## src/rtl/fir_pkg.sv

```systemverilog
// Shared FIR widths and output saturation limits, used by the FIR core and its output stage.
package fir_pkg;

  localparam int X_N_SIZE   = 8;
  localparam int Y_N_SIZE   = 14;
  localparam int OUT_SIZE   = 8;
  localparam int FIFO_DEPTH = 4;

  // Two's-complement limits of a signed field of width w.
  function automatic int sat_hi(input int w);
    return (1 << (w - 1)) - 1;
  endfunction

  function automatic int sat_lo(input int w);
    return -(1 << (w - 1));
  endfunction

  localparam int SAT_MAX = sat_hi(OUT_SIZE);
  localparam int SAT_MIN = sat_lo(OUT_SIZE);

endpackage

```

## src/rtl/fir_out_fifo.sv

```systemverilog
// First-word-fall-through output buffer; occupancy is kept in its own counter.
module fir_out_fifo
  import fir_pkg::*;
#(
  parameter int WIDTH = 8,
  parameter int DEPTH = 4,
  parameter int LW    = $clog2(DEPTH) + 1
) (
  input  logic             clk,
  input  logic             reset,
  input  logic             push,
  input  logic             pop,
  input  logic [WIDTH-1:0] wr_data,
  output logic [WIDTH-1:0] rd_data,
  output logic             full,
  output logic             empty,
  output logic [LW-1:0]    level
);

  localparam int PW = (DEPTH > 1) ? $clog2(DEPTH) : 1;

  logic [WIDTH-1:0] mem [DEPTH];
  logic [PW-1:0]    wr_ptr;
  logic [PW-1:0]    rd_ptr;
  logic             do_push;
  logic             do_pop;

  assign full  = (level == LW'(DEPTH));
  assign empty = (level == '0);

  // A push into a full buffer is still taken when the head leaves on the same edge.
  assign do_pop  = pop && !empty;
  assign do_push = push && (!full || do_pop);

  always_ff @(posedge clk or negedge reset) begin
    if (!reset) begin
      wr_ptr <= '0;
      rd_ptr <= '0;
      level  <= '0;
    end else begin
      if (do_push) wr_ptr <= wr_ptr + PW'(1);
      if (do_pop)  rd_ptr <= rd_ptr + PW'(1);
      case ({do_push, do_pop})
        2'b10:   level <= level + LW'(1);
        2'b01:   level <= level - LW'(1);
        default: level <= level;
      endcase
    end
  end

  always_ff @(posedge clk) begin
    if (do_push) mem[wr_ptr] <= wr_data;
  end

  assign rd_data = empty ? '0 : mem[rd_ptr];

endmodule

```

## src/rtl/fir_out_stage.sv

```systemverilog
// FIR output stage: capture, round-by-shift, saturate, then buffer samples for an AXI-Stream-style consumer.
module fir_out_stage
  import fir_pkg::*;
#(
  parameter int Y_N_SIZE   = fir_pkg::Y_N_SIZE,
  parameter int OUT_SIZE   = fir_pkg::OUT_SIZE,
  parameter int FIFO_DEPTH = fir_pkg::FIFO_DEPTH
) (
  input  logic                       clk,
  input  logic                       reset,
  input  logic signed [Y_N_SIZE-1:0] y_n,
  input  logic                       y_valid,
  input  logic [2:0]                 shift,
  output logic signed [OUT_SIZE-1:0] m_tdata,
  output logic                       m_tvalid,
  input  logic                       m_tready,
  output logic [2:0]                 level,
  output logic                       sat_flag,
  output logic                       ovf_flag,
  input  logic                       clr_flags
);

  localparam int RW   = Y_N_SIZE + 1;
  localparam int LW   = $clog2(FIFO_DEPTH) + 1;
  localparam int HI_I = sat_hi(OUT_SIZE);
  localparam int LO_I = sat_lo(OUT_SIZE);
  localparam logic signed [RW-1:0] HI_R = RW'(HI_I);
  localparam logic signed [RW-1:0] LO_R = RW'(LO_I);

  logic signed [Y_N_SIZE-1:0] y1;
  logic [2:0]                 s1;
  logic                       v1;

  logic signed [RW-1:0]       y_ext;
  logic signed [RW-1:0]       rnd_add;
  logic signed [RW-1:0]       r_next;

  logic signed [RW-1:0]       r2;
  logic                       v2;

  logic [OUT_SIZE-1:0]        d_sat;
  logic                       sat_next;

  logic [OUT_SIZE-1:0]        d3;
  logic                       sat3;
  logic                       v3;

  logic                       pop;
  logic                       fifo_full;
  logic                       fifo_empty;
  logic [OUT_SIZE-1:0]        fifo_rd;
  logic [LW-1:0]              fifo_level;
  logic                       sat_set;
  logic                       ovf_set;

  always_ff @(posedge clk or negedge reset) begin
    if (!reset) begin
      y1 <= '0;
      s1 <= '0;
      v1 <= 1'b0;
    end else begin
      y1 <= y_n;
      s1 <= shift;
      v1 <= y_valid;
    end
  end

  // One extra bit of headroom keeps the half-LSB rounding add from overflowing.
  always_comb begin
    y_ext   = {y1[Y_N_SIZE-1], y1};
    rnd_add = '0;
    if (s1 != 3'd0) rnd_add = RW'(1) << (s1 - 3'd1);
    r_next  = (y_ext + rnd_add) >>> s1;
  end

  always_ff @(posedge clk or negedge reset) begin
    if (!reset) begin
      r2 <= '0;
      v2 <= 1'b0;
    end else begin
      r2 <= r_next;
      v2 <= v1;
    end
  end

  always_comb begin
    d_sat    = r2[OUT_SIZE-1:0];
    sat_next = 1'b0;
    if (r2 > HI_R) begin
      d_sat    = HI_R[OUT_SIZE-1:0];
      sat_next = 1'b1;
    end else if (r2 < LO_R) begin
      d_sat    = LO_R[OUT_SIZE-1:0];
      sat_next = 1'b1;
    end
  end

  always_ff @(posedge clk or negedge reset) begin
    if (!reset) begin
      d3   <= '0;
      sat3 <= 1'b0;
      v3   <= 1'b0;
    end else begin
      d3   <= d_sat;
      sat3 <= sat_next;
      v3   <= v2;
    end
  end

  assign pop = m_tvalid && m_tready;

  fir_out_fifo #(
    .WIDTH (OUT_SIZE),
    .DEPTH (FIFO_DEPTH),
    .LW    (LW)
  ) u_fifo (
    .clk     (clk),
    .reset   (reset),
    .push    (v3),
    .pop     (pop),
    .wr_data (d3),
    .rd_data (fifo_rd),
    .full    (fifo_full),
    .empty   (fifo_empty),
    .level   (fifo_level)
  );

  assign m_tvalid = !fifo_empty;
  assign m_tdata  = fifo_rd;
  assign level    = 3'(fifo_level);

  // A saturated sample marks sat_flag whether or not the buffer had room for it.
  assign sat_set = v3 && sat3;
  assign ovf_set = v3 && fifo_full && !pop;

  always_ff @(posedge clk or negedge reset) begin
    if (!reset) begin
      sat_flag <= 1'b0;
      ovf_flag <= 1'b0;
    end else begin
      if (sat_set)        sat_flag <= 1'b1;
      else if (clr_flags) sat_flag <= 1'b0;
      if (ovf_set)        ovf_flag <= 1'b1;
      else if (clr_flags) ovf_flag <= 1'b0;
    end
  end

endmodule

```

## config.mk

```make
export PLATFORM = sky130hd
export DESIGN_NAME = fir_out_stage
export DESIGN_NICKNAME = d
export VERILOG_FILES = /design/src/rtl/fir_pkg.sv /design/src/rtl/fir_out_fifo.sv /design/src/rtl/fir_out_stage.sv
export SDC_FILE = /design/constraint.sdc
export NUM_CORES = 1
export LEC_CHECK = 0
export BUFFER_PORTS_ARGS = -buffer_cell sky130_fd_sc_hd__buf_2
export CAP_MARGIN = 30
export CORE_MARGIN = 4
export CORE_UTILIZATION = 30
export DETAILED_ROUTE_END_ITERATION = 8
export GPL_ROUTABILITY_DRIVEN = 0
export GPL_TIMING_DRIVEN = 0
export MAX_ROUTING_LAYER = met4
export PLACE_DENSITY = 0.45
export SKIP_CTS_REPAIR_TIMING = 1
export SLEW_MARGIN = 40
export SYNTH_ARGS = -nofsm -noshare
export SYNTH_HDL_FRONTEND = slang
export SYNTH_HIERARCHICAL = 1
export SYNTH_SLANG_ARGS = --single-unit
export TNS_END_PERCENT = 10
```

## constraint.sdc

```tcl
create_clock -name clk -period 3.4 [get_ports clk]
set_input_delay 0.68 -clock clk [delete_from_list [all_inputs] [get_ports clk]]
set_output_delay 0.68 -clock clk [all_outputs]
set_load 0.05 [all_outputs]
```

After elaboration in Yosys (flattened, before gate mapping). Memory sizes are Yosys's and may differ from the RTL's. Index checks and enable logic that the tools add are counted.

Register bits: 53. Memory bits (writable): 32. Bits of input ports: 22. Output and inout port bits: 14. Logic and storage cells: 54. Memories kept: 1.

Memory list: u_fifo.mem (depth 4, bits a word 8, rd ports 1, clocked after memory_dff 0, wr ports 1, RTL line fir_out_fifo.sv:22) `logic [WIDTH-1:0] mem [DEPTH];`.

Add/sub/neg operators: 6. Order comparisons: 2. Equality and inequality tests: 3. Shifts and indexed selects: 2. Mux-type cells: 12. Reduce and logical (&&, ||, !) cells: 15.

Operator list (number): $mux 8 (3); $add 14x15->15 (1); $gt 15x8->1 const B (1); $lt 15x8->1 const B (1); $mux 15 (1); $shl 1x3->15 const A (1); $sshr 15x3->15 (1); $mux 1 (7); $logic_and 1x1->1 (6); $pmux 3 s2 (1); $reduce_bool 2->1 (3); $sub 3x1->3 const B (2); $add 2x1->2 const B (2); $add 3x1->3 const B (1); $eq 3x3->1 const B (1); $logic_not 1->1 (3); $logic_not 3->1 (1); $reduce_bool 3->1 (1); $eq 2x1->1 const B (1); $eq 2x2->1 const B (1); $logic_or 1x1->1 (1).

Logic depth before layout (Yosys ltp).
Depth in word-level cells: 8. Depth in mapped cells: 15. Depth with buffers taken out: 13.

Hierarchy. Netlist, hierarchy kept.

Modules (own cells, without submodules): fir_out_stage (instances 1, cells an instance 284, area each 2682.6 sq um, sequential area each 1151.1 sq um); fir_out_fifo (instances 1, cells an instance 90, area each 1645.3 sq um, sequential area each 1136.1 sq um).

Worst setup path before layout. Ideal clock, no wire load.

Path type: reg-to-reg. Start point: register s1[0]. End point: register r2[6]. Library setup time: 0.099 ns. Arrival: 3.280 ns. Data required time: 3.301 ns. Path slack: 0.020 ns. Stages on the path, launching flop included: 16. Buffers on the path: 3. Clock period less this slack: 3.380 ns. Cell sequence: dfrtp_1 -> clkbuf_1 -> buf_2 -> buf_2 -> nand2_1 -> nor2_1 -> ha_1 -> inv_1 -> fa_1 -> and2b_1 -> o2111ai_2 -> a311oi_2 -> xor2_1 -> nor2_1 -> a21o_1 -> a311oi_1.

Longest elaborated chain between the ends: 5. Elaborated cells on any way between the ends: 6. Classes of those cells: 2 x add/sub; 2 x shift; 1 x mux; 1 x reduce/logical.

Ends and longest elaborated chain: start, declared (RTL line fir_out_stage.sv:31) `logic [2:0] s1;`; start signal, assigned (RTL line fir_out_stage.sv:63) `s1 <= shift;`; $sub 3x1->3 (RTL line fir_out_stage.sv:72) `if (s1 != 3'd0) rnd_add = RW'(1) << (s1 - 3'd1);`; $shl 1x3->15 (RTL line fir_out_stage.sv:72); $mux 15 (RTL line fir_out_stage.sv:72); $add 14x15->15 (RTL line fir_out_stage.sv:73) `r_next = (y_ext + rnd_add) >>> s1;`; $sshr 15x3->15 (*) (RTL line fir_out_stage.sv:73); net r_next[6] (RTL line fir_out_stage.sv:36) `logic signed [RW-1:0] r_next;`; end signal, assigned (RTL line fir_out_stage.sv:81) `r2 <= r_next;`; end, declared (RTL line fir_out_stage.sv:38) `logic signed [RW-1:0] r2;`.

Mark *: on every way through the listed nets, which the timed path passes. The rest lies on a longest branch. A chain may end at the register's enable or synchronous reset.

Worst setup path after layout.
Start point: register s1[0]. End point: register r2[3].

Same word-level chain as after synthesis.

==> key figures <==
Status
  • Status: finished, final reports clean

Global route
  • Top Usage Layer GRT: met2
  • First-pass GRT wire length: roughly 16 mm
  • Largest net degree at the start of global routing: 54
  • Tot GR Track Use: between 10% and 20%
  • Met1 Usage GRT: about 14%
  • Global Route met2 Usage: between 20% and 30%
  • Initial antenna violation count: 0
  • Vias in the first global route: approximately 3,100
  • Gr ovfl total: 0
  • Met3 Track Usage GR: between 3 and 4%

Clock tree
  • H-tree depth: 3
  • Clock sinks: 85
  • Clk buf depth: 2
  • Clk root buf: clkbuf_16
  • CTS tree: done
  • CTS buffer count: 9
  • Reg clk slew, reported paths: approximately 0.070 ns
  • Worst skew pair latency: 0.35 ns

Logic synthesis
  • Post-synth top cells: dfrtp_1 (53), edfxtp_1 (32), nand2_1 (27)
  • Flops & latches, synth: 85
  • Post-synthesis cell count: between 300 and 400
  • Sequential-to-total area share from yosys stat: 52.8%
  • Async SR Flop Fraction: roughly 62%
  • Warning count from the yosys run: 6
  • Top cell type by total area after synthesis: dfrtp_1
  • Top post-synthesis cells by area: dfrtp_1 (31%), edfxtp_1 (22%), mux4_2 (4.7%), ha_1 (3.8%), nand2_1 (2.3%)
  • Syn Nets: slightly above 400
  • Most used DFF post-synth: dfrtp_1
  • Post-Syn Area: approximately 4300 um^2
  • Most frequent cell after synthesis: dfrtp_1
  • Post-synth EDFFs: 32
  • Cell variety after synth: between 60 and 70
  • Syn avg cell area: around 12 um^2
  • Top cell type's share of synthesized area: 30.6%

Timing
  • Final Slew Violations: 0
  • Max frequency: between 0.2 and 0.3 GHz
  • Worst hold margin: ~0.35 ns
  • Layout Skew: ~0.0075 ns
  • Unrepaired setup endpoints after global routing: true
  • Slew margin rel.: between 50% and 60%
  • Final setup violation count: 0
  • Tcrit/Tclk final: a little over nine tenths
  • Fin crit period: 3.35 ns
  • Slew at the pin closest to its max-slew limit: between 0.6 and 0.7 ns
  • Final hold viol count: 0

Pwr
  • Comb power frac: approximately 34%
  • Pwr/cell area: 684 nW/um^2
  • Sequential group share of total power: about 37%
  • Internal power: between 0.002 and 0.0025 W
  • Clock share of power: around 29%
  • Sw Ratio: between 30% and 40%
  • Leakage power: between 2 and 2.5 nW
  • Switching power: 0.00133 W
  • VDD IR max: just under 300 uV

Detailed routing
  • Vias per inst: approximately 5
  • DR iter-0 viols: 185
  • Drt first pass iters: 4
  • Antenna Violating Nets Remaining: 0
  • Via Count: about 3,000
  • DRC Markers: 0
  • WL per Instance: between 15 and 20 um
  • Final WL: roughly 9.5 mm

Floorplanning
  • Die area: between 15,000 and 20,000 um^2
  • Initial Util: a little under a third
  • Total I/O pin count: 36
  • Die height: about 130 um
  • Placeable core area: about 14,000 um^2
  • Row count: 43
  • Chip width: around 130 um

Flow run
  • Max Cap Viol: 0

Setup path
  • Critical setup path kind: reg2reg
  • Crit end category: register
  • WP data required: between 3 and 4 ns
  • CP startpoint kind: register
  • Crit Path Max Fanout: 8
  • Worst Path Arrival: 3.61 ns

Cells and area
  • Final Cell Area: approximately 5300 um^2
  • Total Nets Final: around 470
  • Antenna diodes: 0
  • Area delta synth->final: 22.0%
  • Layout cells sized above 1: a little over a quarter

Place
  • Port Buffers: 35
  • Dpl hpwl: ~6.7 mm
  • Placed Area: roughly 4700 um^2

Worst hold path
  • Worst min path class: reg2reg
==> state kept, by name, summed over array words and instances, names as in the netlist, 2 cells and up <==
| signal | flops |
|---|---|
| r2 | 15 |
| u_fifo/level | 3 |
| s1 | 3 |
| u_fifo/mem | 32 |
| u_fifo/rd_ptr | 2 |
| u_fifo/wr_ptr | 2 |
| y1 | 14 |
| d3 | 8 |
==> cells by family after synthesis <==
kind of cell / count (synthesis) / synth area share, %
xor gates and xnor gates: 15 / 3.04
adders and majority gates: 15 / 4.68
muxes: 20 / 7.37
and+or+nand+nor: 113 / 13.5
DFF: 85 / 52.8
other: 1 / 0.0866
AOI/OAI and AO/OA: 85 / 14.8
buffers and inverters: 40 / 3.67
==> per-layer routing <==
layer | share of wire [%] | vias to the layer above
li1 | - | 1491
met1 | 43 | 1461
met2 | 51 | 68
met3 | 4.2 | 18
met4 | 2.0 | 0
met5 | 0 | -
==> power groups by stage <==
stage / combinational, W / sequential, W / clock [W]
2_1_floorplan: 0.000886 / 0.00141 / 0
3_3_place_gp: 0.00122 / 0.00135 / 0
3_5_place_dp: 0.00124 / 0.00135 / 0
4_1_cts: 0.00124 / 0.00134 / 0.00108
5_1_grt: 0.00134 / 0.00135 / 0.00112
6_report: 0.00124 / 0.00133 / 0.00104
==> cell type report <==
type / instances / area [um^2]
plain buffers: 15 / 103
fillers: 1425 / 8710
multi-input cells: 249 / 1940
clock inverters: 7 / 88.8
clock buffers: 9 / 225
inverters: 24 / 93.8
well taps: 180 / 225
repair buffers: 52 / 309
flip-flops and latches: 85 / 2290
==> per-stage QoR <==
step           setup WS, ns  utilization [%]  total power, W  std cells  TNS [ns]
5_1_grt              -0.168             37.7         0.00382        621    -0.466
2_1_floorplan        0.0202                -         0.00229        374         0
3_3_place_gp         -0.768             33.8         0.00257        589     -9.45
6_report             0.0522             37.7         0.00361        621         0
4_1_cts              -0.823             36.1         0.00365        605    -10.27
3_5_place_dp         -0.806             33.8         0.00259        589     -9.94
==> worst max-delay path: stages (launching register included) <==
cell and delay [ns]:
dfrtp_2 0.40, buf_8 0.13, buf_8 0.12, buf_8 0.11, nand2_4 0.06, nor2_2 0.10
ha_2 0.19, inv_2 0.04, fa_2 0.34, and2b_2 0.24, buf_6 0.10, o2111ai_4 0.21
a311oi_2 0.37, xnor2_2 0.14, a222oi_1 0.34, o31ai_1 0.17, mux2i_1 0.19
==> path summary, 6_finish.rpt <==
kind                        from    end  slack [ns]  cells after the start
hold reg to reg               v2     v3        0.35                      0
hold / removal                v2     v3        0.35                      0
min in group asynchronous  reset  d3[2]        0.38                      1
max in group asynchronous  reset  s1[0]        2.52                      1
setup / recovery           s1[0]  r2[3]        0.05                     16
setup reg to reg           s1[0]  r2[3]        0.05                     16
==> cells in the final DEF, fill, tap and decap left out, drive strengths merged, types with 3 or more instances in the layout <==
cell type / n
mux2i: 9
nor3: 5
a21oi: 11
xor2: 6
and3: 5
edfxtp: 32
inv: 28
o21a: 13
o211ai: 3
dfrtp: 53
nand3: 14
ha: 13
nor4b: 3
a211oi: 5
clkbuf: 15
nor4: 3
a21o: 4
buf: 61
o31ai: 4
a311oi: 4
and2: 16
o22ai: 6
nand2: 27
nor2: 26
mux4: 9
o221ai: 3
o21ai: 18
xnor2: 9
nor2b: 4
Note: power is estimated with default switching activity, not from simulation.
